[src/rtl/int_muldiv_unit_if.sv]
// rtl/int_muldiv_unit_if.sv - request/result bundle between the EX stage and the mul/div unit
//
// Signals:
//   start  EX -> unit   request strobe, sampled on rising clk
//   op     EX -> unit   4-bit opcode (0011 mul, 0100 div, 0101 mod)
//   A, B   EX -> unit   operands (multiplicand/dividend, multiplier/divisor)
//   busy   unit -> EX   request in progress, EX stalls on it
//   done   unit -> EX   one-cycle pulse, Z carries the new result
//   Z      unit -> EX   registered result
interface int_muldiv_unit_if #(
    parameter int WIDTH = 32
);
    logic             start;
    logic [3:0]       op;
    logic [WIDTH-1:0] A;
    logic [WIDTH-1:0] B;
    logic             busy;
    logic             done;
    logic [WIDTH-1:0] Z;

    modport master (
        output start, op, A, B,
        input  busy, done, Z
    );

    modport slave (
        input  start, op, A, B,
        output busy, done, Z
    );
endinterface

[src/rtl/int_muldiv_unit.sv]
// rtl/int_muldiv_unit.sv - iterative unsigned multiply / divide / modulo unit
//
// Ports:
//   clk   rising-edge clock
//   rst   asynchronous active-high reset
//   bus   int_muldiv_unit_if.slave (start/op/A/B in, busy/done/Z out)
//
// mul is shift-add and div/mod is restoring division, one bit per RUN cycle,
// WIDTH RUN cycles per request. Divide-by-zero and unknown opcodes go
// straight from IDLE to DONE.
module int_muldiv_unit #(
    parameter int WIDTH = 32
) (
    input  logic              clk,
    input  logic              rst,
    int_muldiv_unit_if.slave  bus
);
    localparam int               CW     = $clog2(WIDTH);
    localparam logic [CW-1:0]    LAST   = CW'(WIDTH - 1);
    localparam logic [3:0]       OP_MUL = 4'b0011;
    localparam logic [3:0]       OP_DIV = 4'b0100;
    localparam logic [3:0]       OP_MOD = 4'b0101;

    typedef enum logic [1:0] {IDLE, RUN, DONE} state_t;

    state_t           state_q, state_n;
    logic [CW-1:0]    cnt_q;
    logic [3:0]       op_q;
    // Shared datapath registers:
    //   mul: x = accumulator, y = shifted multiplicand, w = shifted multiplier
    //   div: x = partial remainder, y = divisor, w = dividend shifting into quotient
    logic [WIDTH-1:0] x_q, y_q, w_q;
    logic [WIDTH-1:0] z_q;

    logic             accept;
    logic             is_divmod;
    logic             fast;
    logic [WIDTH-1:0] fast_z;

    logic [WIDTH:0]   sh;
    logic             ge;
    logic [WIDTH-1:0] x_n, y_n, w_n;

    assign accept    = (state_q == IDLE) && bus.start;
    assign is_divmod = (bus.op == OP_DIV) || (bus.op == OP_MOD);
    assign fast      = !((bus.op == OP_MUL) || is_divmod) || (is_divmod && (bus.B == '0));

    always_comb begin
        fast_z = '0;
        if (bus.op == OP_DIV)
            fast_z = '1;
        else if (bus.op == OP_MOD)
            fast_z = bus.A;
    end

    // One iteration step of whichever operation is latched.
    always_comb begin
        sh = {x_q, w_q[WIDTH-1]};
        ge = (sh >= {1'b0, y_q});
        if (op_q == OP_MUL) begin
            x_n = w_q[0] ? (x_q + y_q) : x_q;
            y_n = y_q << 1;
            w_n = w_q >> 1;
        end else begin
            // The difference is below the divisor, so it fits in WIDTH bits.
            x_n = ge ? (sh[WIDTH-1:0] - y_q) : sh[WIDTH-1:0];
            y_n = y_q;
            w_n = {w_q[WIDTH-2:0], ge};
        end
    end

    always_ff @(posedge clk or posedge rst) begin
        if (rst)
            state_q <= IDLE;
        else
            state_q <= state_n;
    end

    always_comb begin
        state_n = state_q;
        case (state_q)
            IDLE:    if (bus.start) state_n = fast ? DONE : RUN;
            RUN:     if (cnt_q == LAST) state_n = DONE;
            DONE:    state_n = IDLE;
            default: state_n = IDLE;
        endcase
    end

    always_comb begin
        bus.busy = (state_q != IDLE);
        bus.done = (state_q == DONE);
    end

    always_ff @(posedge clk or posedge rst) begin
        if (rst) begin
            cnt_q <= '0;
            op_q  <= '0;
            x_q   <= '0;
            y_q   <= '0;
            w_q   <= '0;
            z_q   <= '0;
        end else if (accept) begin
            cnt_q <= '0;
            op_q  <= bus.op;
            x_q   <= '0;
            y_q   <= (bus.op == OP_MUL) ? bus.A : bus.B;
            w_q   <= (bus.op == OP_MUL) ? bus.B : bus.A;
            if (fast)
                z_q <= fast_z;
        end else if (state_q == RUN) begin
            cnt_q <= cnt_q + 1'b1;
            x_q   <= x_n;
            y_q   <= y_n;
            w_q   <= w_n;
            // Z only moves on the final step, so partial results never show.
            if (cnt_q == LAST)
                z_q <= (op_q == OP_DIV) ? w_n : x_n;
        end
    end

    assign bus.Z = z_q;
endmodule

[src/flat_wrapper.sv]
// flat-port wrapper written by rule: the top's interface ports become plain ports
module int_muldiv_unit_flat 
#(
    parameter int WIDTH = 32
)
  (clk, rst, bus_start, bus_op, bus_A, bus_B, bus_busy, bus_done, bus_Z);
  int_muldiv_unit_if #(.WIDTH(WIDTH)) bus_i ();
  input  logic clk;
  input  logic rst;
  input wire logic [$bits(bus_i.start)-1:0] bus_start;
  input wire logic [$bits(bus_i.op)-1:0] bus_op;
  input wire logic [$bits(bus_i.A)-1:0] bus_A;
  input wire logic [$bits(bus_i.B)-1:0] bus_B;
  output wire logic [$bits(bus_i.busy)-1:0] bus_busy;
  output wire logic [$bits(bus_i.done)-1:0] bus_done;
  output wire logic [$bits(bus_i.Z)-1:0] bus_Z;
  assign bus_i.start = bus_start;
  assign bus_i.op = bus_op;
  assign bus_i.A = bus_A;
  assign bus_i.B = bus_B;
  assign bus_busy = bus_i.busy;
  assign bus_done = bus_i.done;
  assign bus_Z = bus_i.Z;
  int_muldiv_unit #(.WIDTH(WIDTH)) u_core (.clk(clk), .rst(rst), .bus(bus_i));
endmodule
[config.mk]
export PLATFORM = sky130hd
export DESIGN_NAME = int_muldiv_unit_flat
export DESIGN_NICKNAME = d
export VERILOG_FILES = /design/src/rtl/int_muldiv_unit_if.sv /design/src/rtl/int_muldiv_unit.sv /design/src/flat_wrapper.sv
export SDC_FILE = /design/constraint.sdc
export NUM_CORES = 1
export LEC_CHECK = 0
export ABC_AREA = 1
export CELL_PAD_IN_SITES_DETAIL_PLACEMENT = 1
export CELL_PAD_IN_SITES_GLOBAL_PLACEMENT = 1
export CORE_MARGIN = 2
export CORE_UTILIZATION = 45
export DETAILED_ROUTE_END_ITERATION = 8
export GPL_TIMING_DRIVEN = 0
export HOLD_SLACK_MARGIN = 0.1
export PLACE_DENSITY_LB_ADDON = 0.1
export SETUP_SLACK_MARGIN = 0.2
export SYNTH_ARGS = -nofsm -noshare
export SYNTH_HDL_FRONTEND = slang
export SYNTH_SLANG_ARGS = --single-unit
[constraint.sdc]
create_clock -name clk -period 12.9 [get_ports clk]
set_input_delay 1.29 -clock clk [delete_from_list [all_inputs] [get_ports clk]]
set_output_delay 1.29 -clock clk [all_outputs]
set_load 0.1 [all_outputs]
==> run_results.csv <==
group,metric,value,unit
clock_network,cts_resized,0,
clock_network,clock_sinks,139,
setup_path,r2r_setup_slack,9.59,ns
clock_network,clockBufferDepth,2,
placed_design,dp.cells,2900,
cells_and_area,final_cells,2933,
grt,overflow,0,
placed_design,gp_congestion,1.021,
setup_path,cp.required,13.26,ns
synth,synth_top_area_cell,"dfrtp_1",
setup_path,crit_type,"primary input to flip-flop",
sta,drv_slew,0,
setup_path,path_depth,11,
routing,drc_errors,0,
power_and_ir_drop,power.density,319.7,nW/um^2
setup_path,arrival,4.16,ns
clock_network,cts-buffers-inserted,17,
sta,slew_headroom,30.36,%
routing,num_vias,17322,
clock_network,clkTransAtPathRegs,0.06,ns
sta,skew,0.01675,ns
cells_and_area,utilization,52.76,%
sta,finalHoldViolations,0,
floorplanning,rows,64,
clock_network,htree_levels,4,
outcome,status,"completed",
synth,avgSynthCellArea,5.785,um^2
routing,post_drt_wl_per_cell,23.05,um
clock_network,cts_hold_buf,0,
sta,fmax,263.1,MHz
power_and_ir_drop,p_int,1.957,mW
floorplanning,pin_count,105,
routing,ant_nets,0,
floorplanning,core_area,30510,um^2
grt,grt_pass1_wl,103200,um
placed_design,place_ws,8.756,ns
synth,yosysWarningCount,0,
worst_hold_path,hp-class,"flip-flop to flip-flop",
setup_path,critPathCapture,"u_core.bus.Z[11]",
setup_path,r2r_end,"u_core.bus.Z[23]",
synth,synth_area,13880,um^2
setup_path,r2r_start,"u_core.y_q[26]",
setup_path,cp-start-kind,"primary input",
sta,fin_hold_ws,0.5012,ns
routing,wl,67610,um
clock_network,tritoncts,"yes",
power_and_ir_drop,p_seq_share,15.9,%
routing,firstDrtPassIters,6,
routing,drt_iter0_drc,1581,
placed_design,hpwl,54950,um
sta,post-route-period-util,29.46,%
power_and_ir_drop,max-vdd-ir-drop,0.1703,mV
cells_and_area,drive_above_1_share,3.076,%
clock_network,clk_latency,0.46,ns
cells_and_area,nNetsFinal,2661,
power_and_ir_drop,leakage,8.627,nW
synth,synth_most_common_cell,"nand2_1",
floorplanning,initial_core_util,45.51,%
power_and_ir_drop,clkPwrFrac,10.8,%
synth,synthCells,2400,
placed_design,io_buffers,103,
power_and_ir_drop,swShare,61.97,%
power_and_ir_drop,power,5.145,mW
setup_path,path_max_fanout,10,
clock_network,postCtsSetupBuffers,0,
synth,seq_area_frac_synth,25.05,%
synth,syn_nets,2538,
sta,timing_worst_slew_pin_value,1.041,ns
synth,synth_edf_count,0,
placed_design,placed_area,15440,um^2
setup_path,crit_chain,"clkdlybuf4s50_1 > nor4_1 > nand4_1 > o21ai_0 > nand2_1 > nand2_1 > nand2_1 > inv_1 > clkbuf_1 > nor2_1 > a21oi_1",
setup_path,crit_buf_inv,3,
job,cap_violations,0,
synth,synth_area_leaders,"dfrtp_1 (25%), nand2_1 (20%), inv_1 (11%)",
sta,worst_slack,9.099,ns
sta,fin_crit,3.801,ns
grt,grt_max_degree,84,
synth,synth_top_cell_area_share,25.05,%
grt,antenna_found_initial,2,
cells_and_area,final_area,16100,um^2
power_and_ir_drop,power_frac_comb,73.2,%
floorplanning,die_h,179.7,um
cells_and_area,syn2layout_area_growth,15.92,%
setup_path,end_kind,"flip-flop",
sta,setup_viol,0,
setup_path,cp_slowest_cell,"clkbuf_1",
synth,ys_seq_elements,139,
setup_path,worst-r2r-cell-count,15,
grt,grt_pass1_vias,17937,
grt,grt_use_total,41.60,%
clock_network,root_buffer,"clkbuf_16",
routing,viasPerCell,5.906,
synth,synth_ff_type,"dfrtp_1",
sta,tns,0,ns
power_and_ir_drop,power.net_switching,3.189,mW
synth,synthArstFlopShare,100.0,%
setup_path,startpoint,"bus_B[12]",
synth,synth_common_cells,"nand2_1 (739), inv_1 (400), o21ai_0 (245)",
setup_path,critical_path.top_delay_family,"buffers and inverters",
synth,synth_cell_types,39,
setup_path,crit_top_cell,"nand2_1",
floorplanning,die_w,179.7,um
floorplanning,die_area,32280,um^2
setup_path,slowest_delay,0.54,ns
sta,rsz0062_at_grt,"false",
==> how the worst min path moves through the flow <==
| stage | startpoint | endpoint | slack, ns | cells past startpoint |
|---|---|---|---|---|
| after floorplan | u_core.w_q[10] | u_core.w_q[10] | 0.46 | 2 |
| after global placement | u_core.w_q[10] | u_core.w_q[10] | 0.48 | 2 |
| after detailed placement | u_core.w_q[4] | u_core.w_q[4] | 0.49 | 2 |
| after CTS | u_core.w_q[8] | u_core.w_q[8] | 0.51 | 2 |
| after global routing | u_core.w_q[8] | u_core.w_q[8] | 0.53 | 2 |
| final | u_core.w_q[8] | u_core.w_q[8] | 0.50 | 2 |
==> flip-flops by register name, summed over array words and instances (netlist names) <==
name and flops:
u_core.y_q 32, u_core.cnt_q 5, u_core.op_q 4, u_core.w_q 32
u_core.state_q 2, u_core.bus.Z 32, u_core.x_q 32
==> cell type report <==
class	count	area [um^2]
plain buffers	99	397.9
diodes	1	2.502
clock buffers	18	439.2
flip-flops and latches	139	3478
well taps	396	495.5
multi-input cells	1759	8496
clock inverters	14	210.2
repair buffers	104	1059
inverters	403	1518
fillers	4402	14410
==> cells in the final DEF, fill, tap and decap left out, types with 2 or more instances in the layout <==
cell and count:
or2_2 16, a22o_1 8, xor2_1 16, and3_1 3, clkinv_4 3, nor2_2 3
nand2_2 6, nor3_1 8, clkbuf_16 17, clkbuf_1 64, nand3b_1 6, fa_1 2
nand3_1 151, buf_2 9, nand4_1 65, inv_6 4, a32o_1 2, o211ai_1 8
ha_1 65, dfrtp_1 139, buf_6 2, nor2_1 195, inv_1 399, nand2_1 739
clkdlybuf4s50_1 103, o21bai_1 4, clkinvlp_4 2, bufinv_16 4, o21ai_0 245, inv_2 2
o21ai_1 4, xnor2_1 2, and2_1 7, nor4_1 10, a21oi_1 186, inv_8 2
buf_1 24
==> worst register-to-register path, delay by kind of cell, from the launching register on <==
| kind | cells | cell delay, ns |
|---|---|---|
| buf+inv | 2 | 0.38 |
| compound gates | 2 | 0.50 |
| flops | 1 | 0.44 |
| simple gates | 10 | 1.46 |
| fa+ha+maj | 1 | 0.45 |
==> metal layers <==
layer / track usage [%] / vias up / routed length (um)
met5: 0 / - / 0
met4: 21.66 / 0 / 3703
met3: 7.293 / 231 / 5742
met2: 67.85 / 897 / 30970
met1: 52.78 / 8308 / 27190
li1: - / 7886 / -
==> cell families after synthesis <==
kind of cell               count (synthesis)  synth area share [%]
buffers and inverters                    502                 13.76
DFF                                      139                 25.05
AOI/OAI and AO/OA                        461                 17.26
and+or+nand+nor                         1213                 36.65
xor gates and xnor gates                  18                 1.135
adders and majority gates                 67                 6.146
==> power groups by stage <==
stage | Combinational, mW | Sequential (mW) | Clock (mW)
6_report | 3.77 | 0.821 | 0.558
5_1_grt | 4.06 | 0.828 | 0.574
4_1_cts | 3.66 | 0.803 | 0.556
3_5_place_dp | 3.61 | 0.807 | 0
3_3_place_gp | 3.48 | 0.794 | 0
2_1_floorplan | 2.06 | 1.10 | 0
Power figures use the tool's default switching activity.
